<file path="src/rtl/pc_pkg.sv">
// Shared definitions for the next-PC sequencer.
// Holds the FSM state encoding, the default reset and trap vectors, and the
// next-PC select codes that the sequencer passes to pc_next_mux.
package pc_pkg;

  typedef enum logic [1:0] {
    ST_RUN  = 2'd0,
    ST_TRAP = 2'd1,
    ST_HALT = 2'd2
  } pc_state_e;

  typedef enum logic [2:0] {
    SEL_SEQ  = 3'd0,
    SEL_BR   = 3'd1,
    SEL_JMP  = 3'd2,
    SEL_TRAP = 3'd3,
    SEL_EPC  = 3'd4,
    SEL_HOLD = 3'd5
  } pc_sel_e;

  localparam logic [31:0] DEF_RESET_VEC = 32'h0000_0000;
  localparam logic [31:0] DEF_TRAP_VEC  = 32'h0000_0010;

endpackage

</file>
<file path="src/rtl/pc_sequencer_if.sv">
// Control/fetch bundle between the pipeline and the PC sequencer.
// master: pipeline side, drives the request inputs and observes the PC.
// slave : sequencer side, consumes requests and drives pc, pc_valid,
//         flush, epc, ie and state.
interface pc_sequencer_if #(
  parameter int WIDTH = 32
);

  logic                    stall;
  logic                    br_taken;
  logic signed [WIDTH-1:0] br_offset;
  logic                    jmp;
  logic        [WIDTH-1:0] jmp_target;
  logic                    irq;
  logic                    eret;
  logic                    halt_req;
  logic                    resume;
  logic        [WIDTH-1:0] pc;
  logic                    pc_valid;
  logic                    flush;
  logic        [WIDTH-1:0] epc;
  logic                    ie;
  logic        [1:0]       state;

  modport master (
    output stall, br_taken, br_offset, jmp, jmp_target, irq, eret,
           halt_req, resume,
    input  pc, pc_valid, flush, epc, ie, state
  );

  modport slave (
    input  stall, br_taken, br_offset, jmp, jmp_target, irq, eret,
           halt_req, resume,
    output pc, pc_valid, flush, epc, ie, state
  );

endinterface

</file>
<file path="src/rtl/pc_next_mux.sv">
// Combinational next-PC datapath.
// Inputs : pc, epc, jmp_target, signed br_offset, select code sel.
// Outputs: pc_next (selected next fetch address), pc_inc (pc + 1, also used
//          as the saved return address on trap entry).
// All arithmetic wraps modulo 2^WIDTH.
module pc_next_mux
  import pc_pkg::*;
#(
  parameter int               WIDTH    = 32,
  parameter logic [WIDTH-1:0] TRAP_VEC = WIDTH'(DEF_TRAP_VEC)
) (
  input  logic        [WIDTH-1:0] pc,
  input  logic        [WIDTH-1:0] epc,
  input  logic        [WIDTH-1:0] jmp_target,
  input  logic signed [WIDTH-1:0] br_offset,
  input  pc_sel_e                 sel,
  output logic        [WIDTH-1:0] pc_next,
  output logic        [WIDTH-1:0] pc_inc
);

  localparam logic [WIDTH-1:0] ONE = {{(WIDTH-1){1'b0}}, 1'b1};

  logic signed [WIDTH-1:0] pc_s;
  logic signed [WIDTH-1:0] br_sum_s;

  // Two's-complement add of the signed offset; overflow wraps silently.
  assign pc_s     = $signed(pc);
  assign br_sum_s = pc_s + br_offset;
  assign pc_inc   = pc + ONE;

  always_comb begin
    pc_next = pc;
    case (sel)
      SEL_SEQ:  pc_next = pc_inc;
      SEL_BR:   pc_next = $unsigned(br_sum_s);
      SEL_JMP:  pc_next = jmp_target;
      SEL_TRAP: pc_next = TRAP_VEC;
      SEL_EPC:  pc_next = epc;
      SEL_HOLD: pc_next = pc;
      default:  pc_next = pc;
    endcase
  end

endmodule

</file>
<file path="src/rtl/pc_sequencer.sv">
// Next-PC controller for the fetch stage.
// Arbitrates sequential fetch, relative branch, absolute jump, interrupt
// entry/return, stall and halt, and presents the fetch address with its
// valid and flush strobes.
// Ports: clk, rst (synchronous, active-high), bus (pc_sequencer_if.slave)
//        carrying the request inputs and pc/pc_valid/flush/epc/ie/state.
module pc_sequencer
  import pc_pkg::*;
#(
  parameter int               WIDTH     = 32,
  parameter logic [WIDTH-1:0] RESET_VEC = WIDTH'(DEF_RESET_VEC),
  parameter logic [WIDTH-1:0] TRAP_VEC  = WIDTH'(DEF_TRAP_VEC)
) (
  input  logic           clk,
  input  logic           rst,
  pc_sequencer_if.slave  bus
);

  pc_state_e        state_q, state_d;
  logic [WIDTH-1:0] pc_q, pc_d;
  logic [WIDTH-1:0] epc_q, epc_d;
  logic             ie_q, ie_d;
  logic             flush_q, flush_d;
  logic             pc_valid_q, pc_valid_d;
  pc_sel_e          sel;
  logic [WIDTH-1:0] pc_inc;

  pc_next_mux #(
    .WIDTH    (WIDTH),
    .TRAP_VEC (TRAP_VEC)
  ) u_next (
    .pc         (pc_q),
    .epc        (epc_q),
    .jmp_target (bus.jmp_target),
    .br_offset  (bus.br_offset),
    .sel        (sel),
    .pc_next    (pc_d),
    .pc_inc     (pc_inc)
  );

  always_comb begin
    state_d    = state_q;
    sel        = SEL_HOLD;
    epc_d      = epc_q;
    ie_d       = ie_q;
    flush_d    = 1'b0;
    pc_valid_d = pc_valid_q;
    case (state_q)
      ST_RUN: begin
        pc_valid_d = 1'b1;
        if (bus.halt_req) begin
          state_d    = ST_HALT;
          pc_valid_d = 1'b0;
        end else if (bus.stall) begin
          // Hold everything; a pending irq waits until the stall clears.
          sel = SEL_HOLD;
        end else if (bus.irq && ie_q) begin
          // Trap entry discards any simultaneous eret/jmp/branch.
          sel        = SEL_TRAP;
          epc_d      = pc_inc;
          ie_d       = 1'b0;
          state_d    = ST_TRAP;
          pc_valid_d = 1'b0;
          flush_d    = 1'b1;
        end else if (bus.eret) begin
          sel     = SEL_EPC;
          ie_d    = 1'b1;
          flush_d = 1'b1;
        end else if (bus.jmp) begin
          sel     = SEL_JMP;
          flush_d = 1'b1;
        end else if (bus.br_taken) begin
          sel     = SEL_BR;
          flush_d = 1'b1;
        end else begin
          sel = SEL_SEQ;
        end
      end
      ST_TRAP: begin
        // One bubble cycle at TRAP_VEC, then fetch TRAP_VEC for real.
        state_d    = ST_RUN;
        pc_valid_d = 1'b1;
      end
      ST_HALT: begin
        pc_valid_d = 1'b0;
        if (!bus.halt_req && bus.resume) begin
          state_d    = ST_RUN;
          pc_valid_d = 1'b1;
        end
      end
      default: begin
        state_d    = ST_RUN;
        pc_valid_d = 1'b1;
      end
    endcase
  end

  // Register stage: all outputs come straight from flops.
  always_ff @(posedge clk) begin
    if (rst) begin
      state_q    <= ST_RUN;
      pc_q       <= RESET_VEC;
      epc_q      <= '0;
      ie_q       <= 1'b1;
      flush_q    <= 1'b0;
      pc_valid_q <= 1'b1;
    end else begin
      state_q    <= state_d;
      pc_q       <= pc_d;
      epc_q      <= epc_d;
      ie_q       <= ie_d;
      flush_q    <= flush_d;
      pc_valid_q <= pc_valid_d;
    end
  end

  assign bus.pc       = pc_q;
  assign bus.pc_valid = pc_valid_q;
  assign bus.flush    = flush_q;
  assign bus.epc      = epc_q;
  assign bus.ie       = ie_q;
  assign bus.state    = state_q;

endmodule
</file>
<file path="src/flat_wrapper.sv">
// flat-port wrapper written by rule: the top's interface ports become plain ports
module pc_sequencer_flat import pc_pkg::*;
#(
  parameter int               WIDTH     = 32,
  parameter logic [WIDTH-1:0] RESET_VEC = WIDTH'(DEF_RESET_VEC),
  parameter logic [WIDTH-1:0] TRAP_VEC  = WIDTH'(DEF_TRAP_VEC)
)
  (clk, rst, bus_stall, bus_br_taken, bus_br_offset, bus_jmp, bus_jmp_target, bus_irq, bus_eret, bus_halt_req, bus_resume, bus_pc, bus_pc_valid, bus_flush, bus_epc, bus_ie, bus_state);
  pc_sequencer_if #(.WIDTH(WIDTH)) bus_i ();
  input  logic clk;
  input  logic rst;
  input wire logic [$bits(bus_i.stall)-1:0] bus_stall;
  input wire logic [$bits(bus_i.br_taken)-1:0] bus_br_taken;
  input wire logic [$bits(bus_i.br_offset)-1:0] bus_br_offset;
  input wire logic [$bits(bus_i.jmp)-1:0] bus_jmp;
  input wire logic [$bits(bus_i.jmp_target)-1:0] bus_jmp_target;
  input wire logic [$bits(bus_i.irq)-1:0] bus_irq;
  input wire logic [$bits(bus_i.eret)-1:0] bus_eret;
  input wire logic [$bits(bus_i.halt_req)-1:0] bus_halt_req;
  input wire logic [$bits(bus_i.resume)-1:0] bus_resume;
  output wire logic [$bits(bus_i.pc)-1:0] bus_pc;
  output wire logic [$bits(bus_i.pc_valid)-1:0] bus_pc_valid;
  output wire logic [$bits(bus_i.flush)-1:0] bus_flush;
  output wire logic [$bits(bus_i.epc)-1:0] bus_epc;
  output wire logic [$bits(bus_i.ie)-1:0] bus_ie;
  output wire logic [$bits(bus_i.state)-1:0] bus_state;
  assign bus_i.stall = bus_stall;
  assign bus_i.br_taken = bus_br_taken;
  assign bus_i.br_offset = bus_br_offset;
  assign bus_i.jmp = bus_jmp;
  assign bus_i.jmp_target = bus_jmp_target;
  assign bus_i.irq = bus_irq;
  assign bus_i.eret = bus_eret;
  assign bus_i.halt_req = bus_halt_req;
  assign bus_i.resume = bus_resume;
  assign bus_pc = bus_i.pc;
  assign bus_pc_valid = bus_i.pc_valid;
  assign bus_flush = bus_i.flush;
  assign bus_epc = bus_i.epc;
  assign bus_ie = bus_i.ie;
  assign bus_state = bus_i.state;
  pc_sequencer #(.WIDTH(WIDTH), .RESET_VEC(RESET_VEC), .TRAP_VEC(TRAP_VEC)) u_core (.clk(clk), .rst(rst), .bus(bus_i));
endmodule
</file>
<file path="config.mk">
export PLATFORM = sky130hd
export DESIGN_NAME = pc_sequencer_flat
export DESIGN_NICKNAME = d
export VERILOG_FILES = /design/src/rtl/pc_pkg.sv /design/src/rtl/pc_sequencer_if.sv /design/src/rtl/pc_next_mux.sv /design/src/rtl/pc_sequencer.sv /design/src/flat_wrapper.sv
export SDC_FILE = /design/constraint.sdc
export NUM_CORES = 1
export LEC_CHECK = 0
export BUFFER_PORTS_ARGS = -buffer_cell sky130_fd_sc_hd__buf_2
export CORE_MARGIN = 2
export CORE_UTILIZATION = 60
export CTS_CLUSTER_DIAMETER = 50
export DETAILED_ROUTE_END_ITERATION = 7
export GPL_TIMING_DRIVEN = 0
export PLACE_DENSITY = 0.87
export SYNTH_ARGS = -nofsm -noshare
export SYNTH_HDL_FRONTEND = slang
export SYNTH_HIERARCHICAL = 1
export SYNTH_SLANG_ARGS = --single-unit
</file>
<file path="constraint.sdc">
create_clock -name clk -period 11.1 [get_ports clk]
set_input_delay 2.775 -clock clk [delete_from_list [all_inputs] [get_ports clk]]
set_output_delay 2.775 -clock clk [all_outputs]
set_load 0.005 [all_outputs]
</file>
After elaboration in Yosys (flattened, before gate mapping). Cells that the tools add are included.

Divide/modulo/power cells: 0. Bitwise gates (word level): 3. Muxes and demuxes: 24. Order comparisons: 0. Shift-type cells: 0. Equality and inequality tests: 8. Add/subtract/negate cells: 2. Reduce and logical (&&, ||, !) cells: 11. Multiply operators: 0.

Operators by type and width (count): $pmux W32 S5 (1); $add A32 B1 Y32 const B (1); $add A32 B32 Y32 (1); $mux W3 (6); $mux W1 (11); $mux W2 (4); $reduce_and A4 Y1 (2); $eq A3 B2 Y1 const B (2); $reduce_bool A5 Y1 (1); $pmux W2 S2 (1); $reduce_or A4 Y1 (1); $eq A3 B1 Y1 const B (1); $eq A3 B3 Y1 const B (1); $logic_not A3 Y1 (1); $ne A3 B2 Y1 const B (1); $ne A3 B3 Y1 const B (1); $not A1 Y1 (3); $reduce_and A3 Y1 (1); $eq A2 B2 Y1 const B (1); $logic_and A1 B1 Y1 (2); $logic_not A2 Y1 (1); $ne A2 B1 Y1 const B (1); $pmux W1 S2 (1); $reduce_bool A2 Y1 (1); $logic_not A1 Y1 (1).

Output and inout port bits: 69. Memories kept: 0. ROM bits: 0. Register bits after elaboration: 69. Bits in latches: 0. Word-level logic and storage cells: 54. Memory bits (writable): 0.

Longest topological paths before layout.
Depth in word-level cells: 9. Gate-level depth with buffers: 13. Mapped depth without buffers: 13.

Modules after synthesis. The synthesis kept the hierarchy.

By module, submodules not included: pc_next_mux (seq. area each 0.0 sq um, cells an instance 570, area each 3574.7 sq um, times used 1); pc_sequencer (seq. area each 1381.3 sq um, cells an instance 235, area each 2541.2 sq um, times used 1).

Worst setup path after synthesis. No wires, ideal clock.

Path kind: input port to flip-flop. From: in bus_br_offset[0]. To: reg u_core.pc_q[28] (netlist: u_core/bus.pc[28]). Data arrival time: 5.254 ns. Setup slack: 5.719 ns. Required time: 10.972 ns. Stages on the path: 12. Setup time: 0.128 ns. Cells stage by stage: ha_1 inv_1 fa_1 nor2b_1 o31ai_1 o41ai_1 a21oi_1 o311ai_0 a21oi_1 xnor2_1 a31o_2 nor2b_1.

Cells in the longest elaborated chain, start to end: 2.

RTL lines: from (decl) (RTL line flat_wrapper.sv:14) `input wire logic [$bits(bus_i.br_offset)-1:0] bus_br_offset;`; $add A32 B32 Y32 (RTL line pc_next_mux.sv:28) `assign br_sum_s = pc_s + br_offset;`; $pmux W32 S5 (RTL line pc_next_mux.sv:33) `case (sel)`; via u_core.pc_d[28] (RTL line pc_sequencer.sv:20) `logic [WIDTH-1:0] pc_q, pc_d;`; to (signal assigned) (RTL line pc_sequencer.sv:109) `pc_q <= pc_d;`; to (decl) (RTL line pc_sequencer.sv:20).

The timed path passes the listed nets, and every way through them passes these cells. A chain may end at the register's enable or synchronous reset.

Final worst setup path. Ends and elaborated chain as after synthesis.

==> metrics.txt <==
status=finished, final reports clean; layout cells sized above 1=18.11%; critical-path maximum fanout=3; power per cell area=106.1 nW/µm²; Post-CTS Resized=0; clk sink count=69; yosys warns=6; NumNets Final=1,062; hold-fix buffers at CTS=0; first-pass GRT wire length=32.57 mm; xor and xnor area share after synthesis=8.306%; Inst Count DP=1,078; Startpoint Class=input pin; GRT overflow=0; total leakage power=0.003196 µW; Rows=36; postcts setup bufs=0; Synth async-reset ratio=0%; DR WL/cell=18.86 µm; Synth Register Bits=69; total global-route track usage=36.74%; setup ws final=4977 ps; Mapped Cells=805; M1 GR Usage=46.92%; Yosys cell types=67; Req. time, crit path=11,320 ps; met2 GRT Util=59.42%; Worst-Skew Late Latency=350 ps; Clock Skew=7.184 ps; CTS tree=done; peak supply drop=0.08096 mV; most common cell after layout, fill and taps aside=buf_2; Synth Area in Compound Gates=25.25%; most frequent cells in the layout=buf_2, a21oi_1, nand2b_1; RSZ-0062 raised after global routing=false; setup violators final=0; area share of and/or/nand/nor cells after synthesis=25.90%; Fin. Hold Viols=0; CTS Buffer Depth=2; pin count of the biggest net entering global routing=12; vias per inst=6.285; main combinational cell family by area after synthesis=simple AND/OR/NAND/NOR gates; Post-DP HPWL=15.18 mm; GR peak layer=met2; adder-cell share of the synthesized area=6.874%; Post-Route WL=20.63 mm; Initial Util=62.28%; Final Total Pwr=765.0 µW; Final period util=55.16%; vias in the first global route=6,540; Slew @ Worst Pin=1105 ps; Slew Viols, Final=0; Ant. Diodes=0; fin crit period=6123 ps; RePlAce Congestion=0.9548; I/O Pins=142; Synth Flop Type=dfxtp_1; core area=9819 µm²; reg2reg setup slack=6890 ps; post-synthesis mux area share=6.076%; via count=6,876; depth of the CTS H-tree=3; Port Buf Inserts=140; Max Cap Violations=0; HP Class=reg2reg; fmax=163.3 MHz; GRT met3 Usage=5.614%; Synth Cell Area=6116 µm²; area delta synth->final=17.86%; start point of the critical path=bus_br_offset[0]; fin area=7208 µm²; CTS buffer count=9; root buf cell=clkbuf_8; Min-Delay Startpoint=u_core/bus.epc[14]; Setup CP Type=in2reg; Die W=105.0 µm; initial antenna violation count=0; DP Area=6983 µm²; Die Ht=105.0 µm; DRC viols=0; First-pass DRT Iterations=7; Avg Cell Area, Syn=7.597 µm²; die area=11,020 µm²; Post-Syn Nets=911; post-detailed-route count of antenna-violating nets=0; # fillers=814; crit path DAT=6340 ps; Clk pin slew, worst setup/hold paths=80 ps; Post-synth EDFFs=0; total negative slack=0 ps; Seq/Total Area, Yosys=22.59%; 1st-iter DRT viols=816; Worst setup EP type=flop; dpl ws=4746 ps; reg-to-reg startpoint=u_core/bus.pc[0]; post-route insts no fill=1,094; worst rel slew slack=25.39%
==> cells in the mapped netlist (11+ instances only) <==
master	number	area, µm²
nor3_1	19	95.09
nand3_1	15	75.07
ha_1	32	400.4
nand4_1	11	68.82
a21oi_1	84	420.4
mux2i_1	36	360.4
nor2_1	65	244.0
nor2b_1	40	250.2
xor2_1	27	236.5
clkbuf_1	36	135.1
xnor2_1	31	271.5
o22a_1	11	96.34
a21o_1	13	97.59
o21ai_0	36	180.2
o21a_1	16	120.1
o22ai_1	19	118.9
nand2_1	57	214.0
dfxtp_1	69	1381
inv_1	16	60.06
nand2b_1	70	437.9
==> power by group <==
| group | internal, µW | switching [µW] | total, µW |
|---|---|---|---|
| sequential | 260 | 20.8 | 280 |
| clock | 138 | 99.3 | 238 |
| combinational | 107 | 140 | 247 |
==> registers in the layout, indices dropped and copies added (netlist names) <==
name / cells
u_core/bus.state: 2
u_core/bus.ie: 1
u_core/bus.flush: 1
u_core/bus.pc_valid: 1
u_core/bus.epc: 32
u_core/bus.pc: 32
==> area by class of cell <==
class	instances	area (µm²)	area share, %
Clock buffer	12	155.1	2.152
Multi-Input combinational cell	673	4428	61.43
Clock inverter	4	70.07	0.9721
Timing Repair Buffer	140	700.7	9.721
Sequential cell	69	1381	19.16
Inverter	19	71.32	0.9894
Buffer	44	235.2	3.263
Tap cell	133	166.4	2.309
==> metal layers <==
layer  routed length, µm  up-vias
met5                   0        -
met4                1098        0
met3                2327      103
met2                9378      446
met1                7825     3145
li1                    -     3182
==> worst paths after layout <==
path / depth (start not counted) / end
min: 2 / u_core/bus.epc[14]
max reg2reg: 12 / u_core/bus.pc[28]
min reg2reg: 2 / u_core/bus.epc[14]
max: 13 / u_core/bus.pc[28]
==> metrics by stage <==
| step | util (%) | hold slack, ps |
|---|---|---|
| after CTS | 73.41 | 487.7 |
| after floorplan | - | 473.0 |
| after global placement | 71.11 | 473.7 |
| after global routing | 73.41 | 519.8 |
| final | 73.41 | 484.9 |
| after detailed placement | 71.11 | 476.0 |
==> worst max-delay path, stage by stage <==
cell	delay [ps]
buf_2	80
ha_1	170
inv_1	60
fa_1	400
nor2b_1	190
o31ai_1	160
o41ai_1	1010
a21oi_1	320
o311ai_0	470
a21oi_1	140
xnor2_1	180
a31o_2	260
nor2b_1	130
==> cells by family (layout without fill, tap and decap cells) <==
family / count (synthesis) / in the layout
simple gates: 304 / 304
compound gates: 241 / 241
flops: 69 / 69
buf+inv: 63 / 219
xor+xnor: 58 / 58
mux: 37 / 37
fa+ha+maj: 33 / 33
Power figures use the tool's default switching activity.
